<file path="src/rtl/mult_sequencer.sv">
`default_nettype none
// ============================================================================
// Module   : mult_sequencer
// Purpose  : Walks NUM_PAIRS signed 16-bit operand pairs in data memory, forms
//            each 32-bit product with a 16-step radix-2 Booth multiply and
//            writes it back big-endian; raises done when finished.
// Option   : MULT_SEQ_CYCLE_CNT_EN adds a 16-bit cycle_count output.
// Revision : 1.0
// ============================================================================
module mult_sequencer #(
    parameter int NUM_PAIRS = 16,
    parameter int SRC_BASE  = 0,
    parameter int DST_BASE  = 64,
    parameter int AW        = 8,
    parameter int DW        = 8
) (
    input  logic          clk,
    input  logic          reset,
    output logic [AW-1:0] mem_addr,
    input  logic [DW-1:0] mem_rd_data,
    output logic          mem_wr_en,
    output logic [DW-1:0] mem_wr_data,
    output logic          done
`ifdef MULT_SEQ_CYCLE_CNT_EN
    ,
    output logic [15:0]   cycle_count
`endif
);

    localparam int c_PW = (NUM_PAIRS > 1) ? $clog2(NUM_PAIRS) : 1;
    localparam logic [c_PW-1:0] c_LAST_PAIR = c_PW'(NUM_PAIRS - 1);

    typedef enum logic [1:0] {
        S_LOAD  = 2'd0,
        S_MUL   = 2'd1,
        S_STORE = 2'd2,
        S_DONE  = 2'd3
    } state_t;

    state_t          r_state;
    logic [c_PW-1:0] r_pair;
    logic [1:0]      r_byte_idx;
    logic [3:0]      r_step;
    logic [15:0]     r_a;
    logic [7:0]      r_b_hi;
    logic [32:0]     r_acc;
    logic            r_qm1;

    logic [16:0]     w_m_ext;
    logic [16:0]     w_hi_sum;
    logic [32:0]     w_acc_next;

    function automatic logic [AW-1:0] f_src(input logic [c_PW-1:0] p, input logic [1:0] k);
        return AW'(SRC_BASE + 4 * int'(p) + int'(k));
    endfunction

    function automatic logic [AW-1:0] f_dst(input logic [c_PW-1:0] p, input logic [1:0] k);
        return AW'(DST_BASE + 4 * int'(p) + int'(k));
    endfunction

    function automatic logic [7:0] f_prod_byte(input logic [31:0] p, input logic [1:0] k);
        case (k)
            2'd0:    return p[31:24];
            2'd1:    return p[23:16];
            2'd2:    return p[15:8];
            default: return p[7:0];
        endcase
    endfunction

    // Booth step: upper part is 17 bits so that -(-32768) cannot overflow.
    always_comb begin
        w_m_ext = {r_a[15], r_a};
        case ({r_acc[0], r_qm1})
            2'b01:   w_hi_sum = r_acc[32:16] + w_m_ext;
            2'b10:   w_hi_sum = r_acc[32:16] - w_m_ext;
            default: w_hi_sum = r_acc[32:16];
        endcase
        w_acc_next = {w_hi_sum[16], w_hi_sum, r_acc[15:1]};
    end

    always_ff @(posedge clk) begin
        if (reset) begin
            r_state     <= S_LOAD;
            r_pair      <= '0;
            r_byte_idx  <= '0;
            r_step      <= '0;
            r_a         <= '0;
            r_b_hi      <= '0;
            r_acc       <= '0;
            r_qm1       <= 1'b0;
            done        <= 1'b0;
            mem_wr_en   <= 1'b0;
            mem_wr_data <= '0;
            mem_addr    <= AW'(SRC_BASE);
        end else begin
            case (r_state)
                S_LOAD: begin
                    case (r_byte_idx)
                        2'd0: r_a[15:8] <= mem_rd_data[7:0];
                        2'd1: r_a[7:0]  <= mem_rd_data[7:0];
                        2'd2: r_b_hi    <= mem_rd_data[7:0];
                        default: begin
                            r_acc   <= {17'd0, r_b_hi, mem_rd_data[7:0]};
                            r_qm1   <= 1'b0;
                            r_step  <= '0;
                            r_state <= S_MUL;
                        end
                    endcase
                    r_byte_idx <= r_byte_idx + 2'd1;
                    if (r_byte_idx != 2'd3) begin
                        mem_addr <= f_src(r_pair, r_byte_idx + 2'd1);
                    end
                end
                S_MUL: begin
                    r_acc  <= w_acc_next;
                    r_qm1  <= r_acc[0];
                    r_step <= r_step + 4'd1;
                    // The last step's result is presented directly as the first store byte.
                    if (r_step == 4'd15) begin
                        r_state     <= S_STORE;
                        r_byte_idx  <= '0;
                        mem_wr_en   <= 1'b1;
                        mem_addr    <= f_dst(r_pair, 2'd0);
                        mem_wr_data <= DW'(w_acc_next[31:24]);
                    end
                end
                S_STORE: begin
                    if (r_byte_idx == 2'd3) begin
                        mem_wr_en   <= 1'b0;
                        mem_wr_data <= '0;
                        if (r_pair == c_LAST_PAIR) begin
                            r_state <= S_DONE;
                            done    <= 1'b1;
                        end else begin
                            r_pair     <= r_pair + c_PW'(1);
                            r_byte_idx <= '0;
                            mem_addr   <= f_src(r_pair + c_PW'(1), 2'd0);
                            r_state    <= S_LOAD;
                        end
                    end else begin
                        r_byte_idx  <= r_byte_idx + 2'd1;
                        mem_addr    <= f_dst(r_pair, r_byte_idx + 2'd1);
                        mem_wr_data <= DW'(f_prod_byte(r_acc[31:0], r_byte_idx + 2'd1));
                    end
                end
                default: begin
                    done      <= 1'b1;
                    mem_wr_en <= 1'b0;
                end
            endcase
        end
    end

`ifdef MULT_SEQ_CYCLE_CNT_EN
    always_ff @(posedge clk) begin
        if (reset) begin
            cycle_count <= '0;
        end else if (!done) begin
            cycle_count <= cycle_count + 16'd1;
        end
    end
`endif

endmodule
`default_nettype wire
</file>
<file path="config.mk">
export PLATFORM = sky130hd
export DESIGN_NAME = mult_sequencer
export DESIGN_NICKNAME = d
export VERILOG_FILES = /design/src/rtl/mult_sequencer.sv
export SDC_FILE = /design/constraint.sdc
export NUM_CORES = 1
export LEC_CHECK = 0
export ABC_CLOCK_PERIOD_IN_PS = 4200
export CAP_MARGIN = 20
export CELL_PAD_IN_SITES_DETAIL_PLACEMENT = 1
export CELL_PAD_IN_SITES_GLOBAL_PLACEMENT = 1
export CORE_MARGIN = 3
export CORE_UTILIZATION = 35
export CTS_CLUSTER_DIAMETER = 150
export DETAILED_ROUTE_END_ITERATION = 10
export PLACE_DENSITY = 0.61
export SYNTH_ARGS = -nofsm -noshare
export SYNTH_HDL_FRONTEND = slang
export SYNTH_SLANG_ARGS = --single-unit
</file>
<file path="constraint.sdc">
create_clock -name clk -period 4.2 [get_ports clk]
set_input_delay 0.63 -clock clk [delete_from_list [all_inputs] [get_ports clk]]
set_output_delay 0.63 -clock clk [all_outputs]
set_load 0.02 [all_outputs]
</file>
==> results.py <==
metrics = {
    "outcome": {
        "status": "completed",
    },
    "timing": {
        "fin_crit_sh_pct": 87.0,
        "hold_viol": 0,
        "timing_worst_slew_pin_value_ns": 1.10,
        "min_period_ns": 3.65,
        "timing.fmax_mhz": 274,
        "slew_headroom_pct": 26.7,
        "finalSetupViolations": 0,
        "rsz0062_at_grt": "false",
        "slew_viol_final": 0,
        "clock_skew_ns": 0.00908,
        "setup_tns_ns": 0,
    },
    "critical_path": {
        "timing.rr.end": "mem_wr_data[7]",
        "critical_path.reg2reg.startpoint": "r_acc[0]",
        "critPathLaunchType": "flip-flop",
        "endpoint_kind": "flip-flop",
        "crit_arrival_ns": 3.92,
        "cp_max_fo": 10,
        "path_class": "reg2reg",
        "r2r_setup_slack_ns": 0.55,
        "critPathRequiredTime_ns": 4.46,
        "reg2regPathDepth": 13,
    },
    "yosys": {
        "ys_warn_count": 0,
        "syn-num-nets": 714,
        "syn_area_um2": 5340,
        "synth_top_area_share_pct": 32.3,
        "ys_seq_elements": 86,
        "synthArstFlopShare_pct": 0,
        "synthCells": 673,
        "ys_seq_area_share_pct": 32.3,
        "synth.distinct_cells": 68,
        "synth-edff-count": 0,
        "synth_area_per_cell_um2": 7.93,
        "synth_top_area_cell": "dfxtp_1",
        "synth_most_common_cell": "nor2_1",
        "synthTopCellsByCount": "94 x nor2_1, 86 x dfxtp_1, 67 x a21oi_1, 59 x nand2_1, 37 x nand3_1",
        "synthTopCellsByArea": "dfxtp_1 32%, ha_1 7.0%, nor2_1 6.6%",
        "ys.flop_type": "dfxtp_1",
    },
    "global_routing": {
        "grt_start_max_net_pins": 51,
        "grtUsageTotal_pct": 20.5,
        "first_global_vias": 4818,
        "antenna_found_initial": 0,
        "overflow": 0,
        "grt_pass1_wl_um": 26800,
    },
    "power_and_ir_drop": {
        "clockPowerShare_pct": 20.0,
        "ir_drop_mv": 0.255,
        "p_sw_share_pct": 46.3,
        "p_switching_mw": 1.87,
        "finalPower_mw": 4.04,
        "internal_power_mw": 2.17,
        "p_comb_share_pct": 53.1,
        "leakage_nw": 2.09,
        "p_seq_share_pct": 26.9,
        "powerDensity_nw_per_um2": 679,
    },
    "worst_hold_path": {
        "hold_depth": 2,
        "whs_endpoint": "r_b_hi[2]",
        "hold_class": "reg2reg",
        "hold_start": "r_b_hi[2]",
    },
    "clock_network": {
        "clockBufferDepth": 2,
        "cts-root-buf": "clkbuf_16",
        "h-tree-depth": 3,
        "postCtsSetupBuffers": 0,
        "ctsHoldBuffers": 0,
        "path_clk_slew_ns": 0.07,
        "cts_resized": 0,
        "clock_latency_ns": 0.35,
        "cts_sinks": 86,
        "cts_tree": "built",
        "cts_buffers": 9,
    },
    "finish": {
        "final_area_um2": 5950,
        "nFillCells": 1780,
        "syn_to_final_growth_pct": 11.5,
        "layout-drive-gt1-share_pct": 6.07,
        "utilization_pct": 40.5,
        "nets": 712,
        "antennaDiodeCount": 0,
    },
    "route": {
        "vias_per_cell": 5.78,
        "drt-pass1-iter-count": 4,
        "vias": 4975,
        "drt_iter0_markers": 334,
        "detail-route-antenna-nets": 0,
        "wirelength_um": 16800,
        "wl_per_cell_um": 19.5,
        "drcViolationCount": 0,
    },
    "placement": {
        "numPortBuffers": 26,
        "gp_congestion": 0.846,
        "hpwl_um": 12400,
        "dpl-instance-area_um2": 5630,
    },
    "floorplan": {
        "core-area_um2": 14700,
        "ios": 28,
        "fp-row-count": 44,
        "die_w_um": 129,
        "die-height_um": 129,
        "initial_core_util_pct": 36.3,
        "die-area_um2": 16800,
    },
    "flow_run": {
        "maxCapViolCount": 0,
    },
}
==> state kept, by name (all words and copies together), names as in the netlist <==
name / cells
mem_wr_data: 8
r_pair: 4
mem_addr: 7
r_acc: 32
done: 1
r_qm1: 1
r_a: 16
r_step: 4
mem_wr_en: 1
r_byte_idx: 2
r_state: 2
r_b_hi: 8
==> how the worst max path moves through the flow <==
stage,slack [ns],end,startpoint,cells past startpoint
after global placement,0.70,mem_wr_data[7],r_acc[0],11
after global routing,0.18,mem_wr_data[7],r_acc[0],13
after CTS,0.54,mem_wr_data[7],r_acc[0],11
after floorplan,1.01,mem_wr_data[7],r_acc[0],14
final,0.55,mem_wr_data[7],r_acc[0],13
after detailed placement,0.58,mem_wr_data[7],r_acc[0],11
==> kinds of logic after synthesis <==
family                     Yosys count  share of synthesized area (%)
muxes                               26                           4.92
xor gates and xnor gates            25                           4.10
and+or+nand+nor                    247                           21.2
buffers and inverters               64                           5.79
AOI/OAI and AO/OA                  193                           24.3
DFF                                 86                           32.3
adders and majority gates           31                           7.41
other                                1                         0.0703
==> critical path: stages, from the launching register on <==
cell and delay (ns):
dfxtp_1 0.39, ha_1 0.38, a21oi_1 0.12, nor2_1 0.26, o21ai_0 0.16, xnor2_1 0.26
ha_1 0.36, a21o_1 0.22, o21bai_4 0.17, a221oi_2 0.22, o31ai_1 0.12, xor2_1 0.20
or4_1 0.42, a311oi_1 0.25
==> power groups by stage <==
stage / Sequential [mW] / Combinational, mW / Clock (mW)
2_1_floorplan: 1.06 / 1.61 / 0
4_1_cts: 1.09 / 2.12 / 0.833
6_report: 1.09 / 2.14 / 0.808
5_1_grt: 1.11 / 2.40 / 0.868
3_5_place_dp: 1.11 / 2.10 / 0
3_3_place_gp: 1.10 / 2.06 / 0
==> through the flow <==
| stage | hold WS, ns | cells | setup WS (ns) |
|---|---|---|---|
| 2_1_floorplan | 0.436 | 673 | 1.01 |
| 3_3_place_gp | 0.450 | 843 | 0.697 |
| 3_5_place_dp | 0.457 | 843 | 0.575 |
| 4_1_cts | 0.467 | 859 | 0.543 |
| 5_1_grt | 0.488 | 860 | 0.179 |
| 6_report | 0.462 | 860 | 0.545 |
==> per-layer routing <==
layer / wire, µm / share of wire, % / track usage (%)
met3: 562 / 3.3 / 2.64
met1: 8460 / 50 / 29.2
met4: 588 / 3.5 / 9.35
met2: 7200 / 43 / 31.0
met5: 0 / 0 / 0
==> layout make-up <==
cell class / count / area (µm²) / area share, %
Clock buffer: 10 / 239 / 4.02
Clock inverter: 6 / 53.8 / 0.904
Inverter: 18 / 67.6 / 1.14
Multi-Input combinational cell: 523 / 3310 / 55.6
Sequential cell: 86 / 1720 / 28.9
Tap cell: 184 / 230 / 3.87
Timing Repair Buffer: 33 / 328 / 5.51
==> layout by cell type, fill, tap and decap left out, types with 7 or more instances in the layout <==
master / instances
o21a_1: 7
xnor2_1: 15
xor2_1: 10
nor3_1: 16
nand2b_1: 9
clkdlybuf4s50_1: 25
clkbuf_16: 9
a21oi_1: 67
ha_1: 30
dfxtp_1: 86
inv_1: 18
mux2i_1: 24
nand2_1: 59
a22oi_1: 13
nor2_1: 94
a222oi_1: 8
nand3_1: 37
o21ai_0: 27
a211oi_1: 19
Note: power is estimated with default switching activity, not from simulation.
